<file path="config.mk">
export PLATFORM = sky130hd
export DESIGN_NAME = store_buffer
export DESIGN_NICKNAME = d
export VERILOG_FILES = /design/src/rtl/rv_mem_pkg.sv /design/src/rtl/load_extract.sv /design/src/rtl/store_buffer.sv
export SDC_FILE = /design/constraint.sdc
export NUM_CORES = 1
export LEC_CHECK = 0
export BUFFER_PORTS_ARGS = -buffer_cell sky130_fd_sc_hd__buf_4
export CELL_PAD_IN_SITES_DETAIL_PLACEMENT = 0
export CELL_PAD_IN_SITES_GLOBAL_PLACEMENT = 1
export CORE_AREA = 2 2 188 190
export DETAILED_ROUTE_END_ITERATION = 16
export DIE_AREA = 0 0 190 192
export PLACE_DENSITY = 0.78
export REMOVE_ABC_BUFFERS = 1
export SYNTH_ARGS = -nofsm -noshare
export SYNTH_HDL_FRONTEND = slang
export SYNTH_SLANG_ARGS = --single-unit
</file>
<file path="constraint.sdc">
create_clock -name clk -period 5.2 [get_ports clk]
set_input_delay 0.78 -clock clk [delete_from_list [all_inputs] [get_ports clk]]
set_output_delay 0.78 -clock clk [all_outputs]
set_load 0.05 [all_outputs]
</file>
<file path="src/rtl/rv_mem_pkg.sv">
// Shared memory-access definitions: funct3 encodings, byte-lane helpers and
// the store-buffer entry layout used by store_buffer and load_extract.
package rv_mem_pkg;

  localparam int unsigned MEM_AW = 32;
  localparam int unsigned XLEN   = 32;

  localparam logic [2:0] F3_B  = 3'b000;
  localparam logic [2:0] F3_H  = 3'b001;
  localparam logic [2:0] F3_W  = 3'b010;
  localparam logic [2:0] F3_BU = 3'b100;
  localparam logic [2:0] F3_HU = 3'b101;

  typedef struct packed {
    logic [MEM_AW-3:0] word;
    logic [1:0]        off;
    logic [XLEN-1:0]   wdata;
    logic [2:0]        funct3;
    logic [3:0]        mask;
  } stb_entry_t;

  // Byte lanes touched by an access; loads and stores share the encoding.
  function automatic logic [3:0] byte_mask(input logic [2:0] funct3, input logic [1:0] off);
    case (funct3)
      F3_B, F3_BU: byte_mask = 4'b0001 << off;
      F3_H, F3_HU: byte_mask = off[1] ? 4'b1100 : 4'b0011;
      default:     byte_mask = 4'b1111;
    endcase
  endfunction

  function automatic logic is_misaligned(input logic [2:0] funct3, input logic [1:0] off);
    case (funct3)
      F3_H, F3_HU: is_misaligned = off[0];
      F3_W:        is_misaligned = (off != 2'b00);
      default:     is_misaligned = 1'b0;
    endcase
  endfunction

endpackage

</file>
<file path="src/rtl/load_extract.sv">
// Load byte-lane select with sign/zero extension per funct3 and address offset.
module load_extract
  import rv_mem_pkg::*;
(
  input  logic [XLEN-1:0] word_i,
  input  logic [1:0]      off_i,
  input  logic [2:0]      funct3_i,
  output logic [XLEN-1:0] data_o
);

  logic [7:0]  byte_sel;
  logic [15:0] half_sel;

  always_comb begin
    byte_sel = word_i[8*off_i +: 8];
    half_sel = off_i[1] ? word_i[31:16] : word_i[15:0];
    case (funct3_i)
      F3_B:    data_o = {{24{byte_sel[7]}}, byte_sel};
      F3_BU:   data_o = {24'b0, byte_sel};
      F3_H:    data_o = {{16{half_sel[15]}}, half_sel};
      F3_HU:   data_o = {16'b0, half_sel};
      default: data_o = word_i;
    endcase
  end

endmodule

</file>
<file path="src/rtl/store_buffer.sv">
// In-order store buffer between MEM and data_ram with load-overlap stalling.
// Define STB_FWD_EN to forward loads fully covered by the youngest SW.
module store_buffer
  import rv_mem_pkg::*;
#(
  parameter int unsigned DEPTH = 4,
  parameter int unsigned AW    = 32
) (
  input  logic            clk,
  input  logic            rst,
  input  logic            st_valid,
  output logic            st_ready,
  input  logic [AW-1:0]   st_addr,
  input  logic [31:0]     st_wdata,
  input  logic [2:0]      st_funct3,
  output logic            st_misalign,
  input  logic            ld_valid,
  input  logic [AW-1:0]   ld_addr,
  input  logic [2:0]      ld_funct3,
  output logic            ld_stall,
  output logic            ld_fwd_valid,
  output logic [31:0]     ld_fwd_data,
  output logic            ram_wen,
  output logic [AW-1:0]   ram_addr,
  output logic [31:0]     ram_wdata,
  output logic [2:0]      ram_funct3,
  output logic            empty
);

  localparam int unsigned PW = (DEPTH > 1) ? $clog2(DEPTH) : 1;
  localparam int unsigned CW = PW + 1;
  localparam logic [CW-1:0] FULL_CNT = CW'(DEPTH);

  logic [PW-1:0] rd_ptr_q, rd_ptr_d;
  logic [PW-1:0] wr_ptr_q, wr_ptr_d;
  logic [CW-1:0] count_q, count_d;
  logic          st_misalign_q, st_misalign_d;
  stb_entry_t    mem_q [DEPTH];

  logic              full;
  logic              st_mis_c;
  logic              enq;
  logic              deq;
  logic              conflict;
  logic              ld_owns_port;
  logic [3:0]        ld_mask;
  logic [MEM_AW-3:0] ld_word;
  logic [PW-1:0]     idx;
  stb_entry_t        new_entry;
  stb_entry_t        head;

  assign full        = (count_q == FULL_CNT);
  assign empty       = (count_q == '0);
  assign st_ready    = !full;
  assign st_misalign = st_misalign_q;
  assign st_mis_c    = is_misaligned(st_funct3, st_addr[1:0]);
  assign enq         = st_valid && !full && !st_mis_c;
  assign ld_mask     = byte_mask(ld_funct3, ld_addr[1:0]);
  assign ld_word     = (MEM_AW-2)'(ld_addr[AW-1:2]);
  assign head        = mem_q[rd_ptr_q];

  always_comb begin
    new_entry.word   = (MEM_AW-2)'(st_addr[AW-1:2]);
    new_entry.off    = st_addr[1:0];
    new_entry.wdata  = st_wdata;
    new_entry.funct3 = st_funct3;
    new_entry.mask   = byte_mask(st_funct3, st_addr[1:0]);
  end

`ifdef STB_FWD_EN
  logic        yng_is_sw;
  logic [31:0] yng_wdata;
  logic [31:0] fwd_data;
`endif

  // Scan oldest to youngest so the last hit is the youngest overlapping entry.
  always_comb begin
    conflict = 1'b0;
    idx      = '0;
`ifdef STB_FWD_EN
    yng_is_sw = 1'b0;
    yng_wdata = '0;
`endif
    for (int k = 0; k < int'(DEPTH); k++) begin
      idx = rd_ptr_q + PW'(k);
      if ((CW'(k) < count_q) && (mem_q[idx].word == ld_word) &&
          ((mem_q[idx].mask & ld_mask) != 4'b0000)) begin
        conflict = 1'b1;
`ifdef STB_FWD_EN
        yng_is_sw = (mem_q[idx].funct3 == F3_W);
        yng_wdata = mem_q[idx].wdata;
`endif
      end
    end
  end

`ifdef STB_FWD_EN
  load_extract u_load_extract (
    .word_i   (yng_wdata),
    .off_i    (ld_addr[1:0]),
    .funct3_i (ld_funct3),
    .data_o   (fwd_data)
  );

  assign ld_fwd_valid = ld_valid && conflict && yng_is_sw;
  assign ld_fwd_data  = ld_fwd_valid ? fwd_data : 32'b0;
`else
  assign ld_fwd_valid = 1'b0;
  assign ld_fwd_data  = 32'b0;
`endif

  // A forwarded or stalled load leaves the RAM port to the drain.
  assign ld_stall     = ld_valid && conflict && !ld_fwd_valid;
  assign ld_owns_port = ld_valid && !ld_stall && !ld_fwd_valid;
  assign ram_wen      = !empty && !ld_owns_port;
  assign deq          = ram_wen;
  assign ram_wdata    = head.wdata;
  assign ram_addr     = ld_owns_port ? ld_addr : {(AW-2)'(head.word), head.off};
  assign ram_funct3   = ld_owns_port ? ld_funct3 : head.funct3;

  always_comb begin
    rd_ptr_d      = rd_ptr_q;
    wr_ptr_d      = wr_ptr_q;
    count_d       = count_q;
    st_misalign_d = st_valid && !full && st_mis_c;
    if (enq) begin
      wr_ptr_d = wr_ptr_q + PW'(1);
    end
    if (deq) begin
      rd_ptr_d = rd_ptr_q + PW'(1);
    end
    if (enq && !deq) begin
      count_d = count_q + CW'(1);
    end else if (!enq && deq) begin
      count_d = count_q - CW'(1);
    end
  end

  always_ff @(posedge clk or posedge rst) begin
    if (rst) begin
      rd_ptr_q      <= '0;
      wr_ptr_q      <= '0;
      count_q       <= '0;
      st_misalign_q <= 1'b0;
    end else begin
      rd_ptr_q      <= rd_ptr_d;
      wr_ptr_q      <= wr_ptr_d;
      count_q       <= count_d;
      st_misalign_q <= st_misalign_d;
    end
  end

  // Entry storage needs no reset; validity is tracked by the pointers and count.
  always_ff @(posedge clk) begin
    if (enq) begin
      mem_q[wr_ptr_q] <= new_entry;
    end
  end

endmodule

</file>
==> flow_summary.yaml, run 1 <==
layout:
  diodes: 0
  fin_cells: 1761
  final_util_pct: 57.96
  drive_gt1_share_pct: 37.06
  area_delta_synth_final_pct: 18.71
  final_area_mm2: 0.01987
  nets: 1400
die:
  die_width_um: 190
  dieArea_mm2: 0.03648
  io_pins: 211
  rows: 68
  start_util_pct: 48.83
  fp.coreArea_mm2: 0.03429
  fp.dieH_um: 192
yosys:
  synth_most_common_cell: "edfxtp_1"
  ys_async_sr_fraction_pct: 2.740
  synth_edf_count: 284
  ys_seq_area_share_pct: 52.13
  synthCells: 1100
  synth_common_cells: "edfxtp_1, mux4_2, xnor2_1"
  synth_area_leader_cell: "edfxtp_1"
  synth_area_mm2: 0.01674
  avgSynthCellArea_um2: 15.22
  yosys_warnings: 0
  synth.top_cells.by_area: "edfxtp_1, mux4_2, mux2i_1, xnor2_1, mux2_4"
  ys_dominant_reg_cell: "edfxtp_1"
  synth_top_area_share_pct: 50.94
  ys_types: 66
  synth_seq_cells: 292
power:
  p_per_area_mw_per_mm2: 610.1
  p_sw_mw: 5.017
  pwr-share-seq_pct: 26.7
  pwr-share-clk_pct: 18.0
  p_sw_share_pct: 41.37
  total_power_mw: 12.13
  ir_worst_vdd_v: 0.0004934
  comb_power_share_pct: 55.3
  p_int_mw: 7.109
  p_leak_nw: 7.234
sta:
  max_freq_mhz: 194.3
  slew_violations: 0
  slew_headroom_pct: 20.07
  min_period_over_period_pct: 98.98
  setup_slack_ns: 0.05299
  period_minus_slack_ns: 5.147
  finalSetupViolCount: 0
  tns_ns: 0
  tightest_slew_ns: 1.186
  final_hold_viol_count: 0
  finClkSkew_ns: 0.01816
  hold_ws_ns: 0.1535
routing:
  drt-pass1-iter-count: 5
  drtIter0Drc: 1007
  viasPerCell: 6.118
  ant_nets: 0
  drc: 0
  drt-wirelength-per-cell_um: 26.34
  wl_um: 46390
  vias: 10774
cts:
  cts-root-buf: "clkbuf_16"
  cts_tree: "done"
  clock_path_buffers: 3
  cts_made_buffers: 31
  insertion_delay_ns: 0.59
  cts_max_level: 1
  cts.sinks: 292
  hold_buffers: 0
  path_clk_slew_ns: 0.06
setup_path:
  reg2regPathDepth: 14
  slowest_delay_ns: 0.60
  endpoint_kind: "primary output"
  crit_type: "reg2out"
  cp_num_buf_inv: 6
  critPathMaxFanout: 15
  worstSetupPathDepth: 14
  cp-start-kind: "register"
  crit_arrival_ns: 4.37
  critPathMostFrequentCell: "buf_4"
  worst_path_max_delay_cell: "or4_1"
  cp_top_family: "simple AND/OR/NAND/NOR gates"
  crit_required_ns: 4.42
  cp_cell_sequence: "buf_12 -> buf_4 -> buf_8 -> buf_4 -> mux4_2 -> nand2b_1 -> o211ai_1 -> or4_1 -> nor4_1 -> a32o_2 -> nor3_4 -> buf_12 -> mux2_4 -> buf_4"
grt:
  antenna_found_initial: 0
  grt_max_degree: 72
  grt_pass1_vias: 10720
  grt_pass1_wl_um: 68540
  grt.overflow.total: 0
  grt.total_usage_pct: 25.38
placement:
  place_worst_setup_slack_ns: 0.1820
  place_area_mm2: 0.01851
  hpwlAfterDp_um: 33070
  gp_congestion: 1.021
  dpl.cell_count: 1692
  io_buffer_count: 177
outcome:
  status: "complete, no violations"
run:
  cap_violations: 0
min_path:
  min_path_type: "in2async"
[kinds of logic (layout without fill, tap and decap cells)]
| kind of cell | count (synthesis) | after routing | synth area share (%) |
|---|---|---|---|
| xor+xnor | 114 | 114 | 5.964 |
| simple gates | 174 | 174 | 5.740 |
| mux | 268 | 268 | 26.28 |
| fa+ha+maj | 9 | 9 | 0.6726 |
| compound gates | 106 | 106 | 4.656 |
| other cells | 1 | 33 | 0.02240 |
| flops | 292 | 292 | 52.13 |
| buf+inv | 136 | 310 | 4.536 |
[per-layer routing]
layer,global-route usage (%),wire length [um]
met5,0,0
met4,6.857,1252
met3,4.495,3352
met2,41.33,22160
met1,35.42,19620
[worst paths after layout]
path | start | slack, ns | end
worst min register to register | count_q[0] | 0.60 | count_q[0]
max in group asynchronous | rst | 4.76 | rd_ptr_q[1]
worst min-delay path | rst | 0.15 | st_misalign
worst max-delay path | rd_ptr_q[0] | 0.05 | ram_addr[23]
worst max register to register | rd_ptr_q[0] | 1.01 | count_q[2]
min in group clk | st_addr[2] | 0.39 | mem_q[1][41]
[worst register-to-register path, stage by stage, from the launching register on]
cell and delay (ns):
dfrtp_4 0.46, buf_12 0.16, mux4_2 0.52, xnor2_1 0.32
nand4_1 0.12, or4_1 0.44, or3_4 0.41, o41ai_4 0.51
buf_4 0.20, buf_4 0.10, o31ai_1 0.07, buf_4 0.16
ha_1 0.34, nor2_1 0.17, xnor2_1 0.14
[layout by cell type (no fill, tap or decap), types with 6 or more instances in the layout]
master     instances
nand4b_1           7
nor3_1             8
nand2_1           38
mux2_4            30
nand4_1           20
dfrtp_1            6
a21oi_1           12
nor4_1            14
xnor2_1           95
buf_4            210
mux4_2           123
conb_1            33
or3_1              6
clkinv_2           6
clkbuf_16         32
nor2b_1            6
nand2b_1           6
mux2_2            22
ha_1               9
buf_12            10
a22oi_1            6
xor2_1            12
o21ai_0           21
edfxtp_1         284
clkinv_1           6
inv_1             23
mux2i_1           88
nor2_1            30
o22ai_1           10
nand3_1           14
[power by group through the flow]
stage / Clock [mW] / Combinational, mW / Sequential [mW]
finish: 2.18 / 6.70 / 3.24
CTS: 2.22 / 6.62 / 3.23
global route: 2.31 / 7.01 / 3.27
floorplan: 0 / 4.54 / 3.69
detailed placement: 0 / 6.28 / 3.35
global placement: 0 / 6.30 / 3.32
[registers in the layout, summed over array words and instances (netlist names)]
register,flops
mem_q,284
count_q,3
rd_ptr_q,2
wr_ptr_q,2
st_misalign,1
[cell type report]
| cell class | count | area (um^2) |
|---|---|---|
| inverter | 24 | 90.09 |
| fill | 2663 | 14410 |
| clock buffer | 36 | 794.5 |
| tap | 455 | 569.3 |
| timing repair buffer | 232 | 1996 |
| sequential | 292 | 8736 |
| clock inverter | 18 | 205.2 |
| multi-input combinational | 704 | 7483 |
[timing repair]
action,4_1_cts,5_1_grt
pin swaps,3,3
resized for setup,17,14
buffers inserted,9,3
cloned,2,1
setup endpoints to repair,37,35
No activity file was read; power rests on OpenSTA's default activity.
==> run 2: changes to the inputs <==
- CELL_PAD_IN_SITES_GLOBAL_PLACEMENT: 1 -> 2
- CORE_AREA: 2 2 188 190 -> 2 2 203 205
- DIE_AREA: 0 0 190 192 -> 0 0 205 207
==> run 2 against run 1 <==
Hold slack lost 0.011 ns. Clock skew grew 0.013 ns. Critical endpoint unchanged. Largest power group unchanged. Sequential power is essentially flat. Highest routed layer unchanged.
==> flow_summary.yaml, run 2 (same netlist as run 1, synthesis figures left out) <==
placement:
  dpl.cell_count: 1776
  gp_congestion: 0.9045
  place_worst_setup_slack_ns: 0.3627
  hpwlAfterDp_um: 34210
  io_buffer_count: 177
setup_path:
  cp-start-kind: "register"
  crit_arrival_ns: 4.32
  rrSetupSlack_ns: 1.16
  endpoint_kind: "primary output"
  slowest_delay_ns: 0.67
  r2r_start: "rd_ptr_q[0]"
  cp_cell_sequence: "buf_12 -> buf_8 -> mux4_2 -> xnor2_1 -> or4b_2 -> o41ai_4 -> nor3_4 -> buf_6 -> mux2_4 -> buf_4"
  critPathMaxFanout: 22
  worst_path_max_delay_cell: "or4b_2"
  r2r_end: "count_q[2]"
  crit_type: "reg2out"
  crit_required_ns: 4.42
  reg2regPathDepth: 12
sta:
  tightest_slew_ns: 0.7199
  period_minus_slack_ns: 5.096
  tns_ns: 0
  finalSetupViolCount: 0
  slew_violations: 0
  max_freq_mhz: 196.2
  min_period_over_period_pct: 97.99
  rsz0062_at_grt: "false"
  slew_headroom_pct: 50.77
  finClkSkew_ns: 0.03070
  setup_slack_ns: 0.1043
  final_hold_viol_count: 0
cts:
  cts.sinks: 292
  cts_tree: "done"
  insertion_delay_ns: 0.60
  cts_max_level: 1
  cts-root-buf: "clkbuf_16"
  hold_buffers: 0
  path_clk_slew_ns: 0.07
  cts_made_buffers: 31
  clock_path_buffers: 3
run:
  cap_violations: 0
grt:
  grt_pass1_wl_um: 69450
  antenna_found_initial: 1
  grt.total_usage_pct: 22.00
  grt.overflow.total: 0
  grt_pass1_vias: 10741
  grt_max_degree: 39
min_path:
  min_path_type: "in2async"
die:
  start_util_pct: 41.47
  dieArea_mm2: 0.04244
  die_width_um: 205
  io_pins: 211
  fp.coreArea_mm2: 0.04037
  rows: 74
  fp.dieH_um: 207
outcome:
  status: "complete, no violations"
routing:
  drt-pass1-iter-count: 5
  drc: 0
  wl_um: 47100
  drtIter0Drc: 755
  ant_nets: 0
  vias: 10537
  viasPerCell: 5.705
  drt-wirelength-per-cell_um: 25.50
layout:
  layout_common_cells: "edfxtp_1, buf_4, mux4_2"
  nFillCells: 3534
  regMostFlops: "mem_q"
  largest_reg_flops: 284
  top_regs: "mem_q (284), count_q (3)"
  diodes: 0
  nets: 1405
  fin_cells: 1847
  area_delta_synth_final_pct: 19.77
  drive_gt1_share_pct: 37.87
  final_util_pct: 49.67
  layout_commonest_cell: "edfxtp_1"
power:
  ir_worst_vdd_v: 0.0003986
  total_power_mw: 12.22
  p_per_area_mw_per_mm2: 609.5
  p_leak_nw: 7.266
-- run 2: cell types whose count changed in the layout (fill, tap and decap cells not counted), moves of 2 or more --
cell,change
clkinvlp_4,+2
xnor2_1,-2
inv_6,+2
bufinv_16,+2
buf_4,+7
xnor2_2,+2
clkbuf_1,-2
-- run 2: worst max path at each step --
| stage | startpoint | end | slack (ns) | cells past startpoint |
|---|---|---|---|---|
| finish | rd_ptr_q[0] | ram_addr[23] | 0.10 | 10 |
| global route | rd_ptr_q[0] | ram_addr[4] | 0.002 | 10 |
| CTS | rd_ptr_q[0] | ram_addr[23] | 0.006 | 11 |
| detailed placement | rd_ptr_q[0] | ram_addr[16] | 0.36 | 11 |
| global placement | rd_ptr_q[0] | ram_addr[16] | 0.44 | 11 |
| floorplan | rd_ptr_q[0] | ram_addr[26] | -6.80 | 8 |
-- run 2: per-layer routing --
layer / track usage (%) / share of wire, % / vias to the layer above
li1: - / - / 4711
met3: 4.547 / 7.2 / 66
met1: 30.29 / 42 / 5384
met4: 6.797 / 2.9 / 0
met2: 35.10 / 48 / 376
met5: 0 / 0 / -
-- run 2: area by class of cell --
class,count,area [um^2],area share (%)
Clock buffer,34,787.0,3.925
Multi-Input combinational cell,704,7507,37.44
Clock inverter,24,281.5,1.404
Timing Repair Buffer,237,1984,9.896
Sequential cell,292,8736,43.57
Inverter,24,90.09,0.4493
Tap cell,532,665.6,3.320
-- run 2: what timing repair did --
action,4_1_cts,5_1_grt
gates resized for setup,11,19
gates cloned,1,1
endpoints found under the setup margin,36,35
pin swaps,1,6
setup buffers,6,5
-- run 2: stage by stage --
stage	hold slack, ns	cell area [um^2]
6_report	0.1423	20050
5_1_grt	0.1517	20050
4_1_cts	0.1348	19890
3_5_place_dp	0.5692	18660
3_3_place_gp	0.5634	18660
2_1_floorplan	0.5137	16190
-- run 2: power by group --
| part | internal [mW] | leakage [nW] | switching, mW |
|---|---|---|---|
| sequential | 3.02 | 2.68 | 0.222 |
| combinational | 2.79 | 4.07 | 3.87 |
| clock | 1.39 | 0.517 | 0.926 |
-- run 2: worst max-delay path, delay by kind of cell (launching register included) --
family / cells / cell delay, ns
multiplexers: 2 / 0.87
buffers and inverters: 4 / 0.79
AND/OR/NAND/NOR: 2 / 0.77
flip-flops: 1 / 0.46
AO/OA/AOI/OAI: 1 / 0.46
XOR/XNOR: 1 / 0.31
==> run 3: changes to the inputs <==
- PLACE_DENSITY: 0.78 -> 0.82
==> run 3 against run 2 <==
Wire length up 0.57%. Critical path depth up 1. Register-to-register slack better by 0.02 ns. Largest cell class unchanged.
==> flow_summary.yaml, run 3 (same netlist as run 1, synthesis figures left out) <==
outcome:
  status: "complete, no violations"
layout:
  nFillCells: 3505
  layout_commonest_cell: "edfxtp_1"
  largest_reg_flops: 284
  nets: 1428
  diodes: 0
  top_regs: "mem_q (284), count_q (3)"
  area_delta_synth_final_pct: 20.55
  final-seq-area_mm2: 0.008736
  final_area_mm2: 0.02018
  layout_common_cells: "edfxtp_1, buf_4, mux4_2"
  final_util_pct: 50.00
  regMostFlops: "mem_q"
  multi_input_area_mm2: 0.007483
  drive_gt1_share_pct: 38.23
routing:
  vias: 10735
  viasPerCell: 5.753
  drc: 0
  wl_um: 47360
  drt-wirelength-per-cell_um: 25.38
  drtIter0Drc: 782
  drt-pass1-iter-count: 5
  ant_nets: 0
sta:
  period_minus_slack_ns: 5.094
  min_period_over_period_pct: 97.96
  slew_violations: 0
  final_hold_viol_count: 0
  rsz0062_at_grt: "false"
  finalSetupViolCount: 0
  finClkSkew_ns: 0.01014
  slew_headroom_pct: 51.39
  max_freq_mhz: 196.3
  tightest_slew_ns: 0.7292
  tns_ns: 0
min_path:
  min_path_type: "in2async"
setup_path:
  r2r_start: "rd_ptr_q[0]"
  cp_cell_sequence: "buf_12 -> mux4_2 -> xnor2_2 -> nand4_1 -> or4_1 -> or3_4 -> o41ai_4 -> nor3_4 -> buf_12 -> mux2_4 -> buf_4"
  slowest_delay_ns: 0.56
  crit_arrival_ns: 4.31
  crit_required_ns: 4.42
  endpoint_kind: "primary output"
  critPathMaxFanout: 13
  critPathMostFrequentCell: "buf_12"
  reg2regPathDepth: 13
  crit_type: "reg2out"
  cp-start-kind: "register"
  r2r_end: "count_q[2]"
  worst_path_max_delay_cell: "mux4_2"
  rrSetupSlack_ns: 1.18
grt:
  grt_max_degree: 45
  antenna_found_initial: 0
  grt_pass1_wl_um: 70260
  grt_pass1_vias: 10806
  grt.overflow.total: 0
  grt.total_usage_pct: 22.34
die:
  start_util_pct: 41.47
  io_pins: 211
  fp.coreArea_mm2: 0.04037
  die_width_um: 205
  dieArea_mm2: 0.04244
  fp.dieH_um: 207
  rows: 74
power:
  p_leak_nw: 7.379
  p_per_area_mw_per_mm2: 606.6
  ir_worst_vdd_v: 0.0003201
run:
  cap_violations: 0
cts:
  cts_tree: "done"
  insertion_delay_ns: 0.54
  cts_made_buffers: 34
  cts-root-buf: "clkbuf_16"
  cts.sinks: 292
  path_clk_slew_ns: 0.06
  clock_path_buffers: 3
  hold_buffers: 0
  cts_max_level: 2
placement:
  place_area_mm2: 0.01882
  gp_congestion: 0.9420
  io_buffer_count: 177
  hpwlAfterDp_um: 34150
-- run 3: cell types whose count changed in the layout (fill, tap and decap cells not counted), moves of 3 or more --
cell / before / now
o21ai_1: 0 / 3
clkbuf_16: 32 / 36
buf_4: 217 / 235
mux2i_1: 87 / 90
bufinv_16: 6 / 0
clkinv_1: 7 / 10
o21ai_0: 22 / 19
buf_6: 6 / 3
-- run 3: final cells by class --
cell class                      instances  share of cell area, %
Sequential cell                       292                  43.28
Tap cell                              532                  3.298
Clock inverter                         19                 0.5889
Inverter                               24                 0.4463
Clock buffer                           38                  4.290
Multi-Input combinational cell        704                  37.08
Timing Repair Buffer                  257                  11.02
-- run 3: critical path: cells and delay by family, from the launching register on --
kind / cells / cell delay, ns
AO/OA/AOI/OAI: 1 / 0.43
buffers and inverters: 3 / 0.58
flip-flops: 1 / 0.54
AND/OR/NAND/NOR: 4 / 1.07
multiplexers: 2 / 0.89
XOR/XNOR: 1 / 0.21
-- run 3: power by group --
part           switching, mW  internal, mW
sequential             0.229          3.02
combinational           3.90          2.94
clock                  0.947          1.20
total                   5.07          7.17
-- run 3: repair_timing --
action,CTS,global route
endpoints found under the setup margin,36,34
resized for setup,11,16
cloned,2,2
pin swaps,1,2
hold endpoints to repair,0,0
buffers inserted,8,9
-- run 3: stage by stage --
step           setup WS [ns]  instances  hold slack (ns)  total power [mW]
3_5_place_dp          0.2013       1788           0.5601             9.806
5_1_grt              0.03527       1866           0.2276             12.79
2_1_floorplan         -6.803       1020           0.5137             8.233
4_1_cts            0.0003269       1855           0.1973             12.17
6_report              0.1062       1866           0.2023             12.24
3_3_place_gp          0.2178       1788           0.5542             9.781
-- run 3: routing by layer --
layer	wire length (um)	global-route usage, %	vias to the layer above
met1	20160	31.07	5557
met2	22510	35.19	347
met5	0	0	-
met3	3282	4.484	76
met4	1413	7.318	0
li1	-	-	4755
-- run 3: how the worst max path moves through the flow --
stage / from / to / slack (ns) / depth (start not counted)
4_1_cts: rd_ptr_q[1] / ram_addr[25] / 0.0003 / 11
5_1_grt: rd_ptr_q[0] / ram_addr[12] / 0.04 / 11
3_5_place_dp: rd_ptr_q[1] / ram_addr[23] / 0.20 / 11
6_report: rd_ptr_q[0] / ram_addr[23] / 0.11 / 11
3_3_place_gp: rd_ptr_q[1] / ram_addr[23] / 0.22 / 11
2_1_floorplan: rd_ptr_q[0] / ram_addr[26] / -6.80 / 8
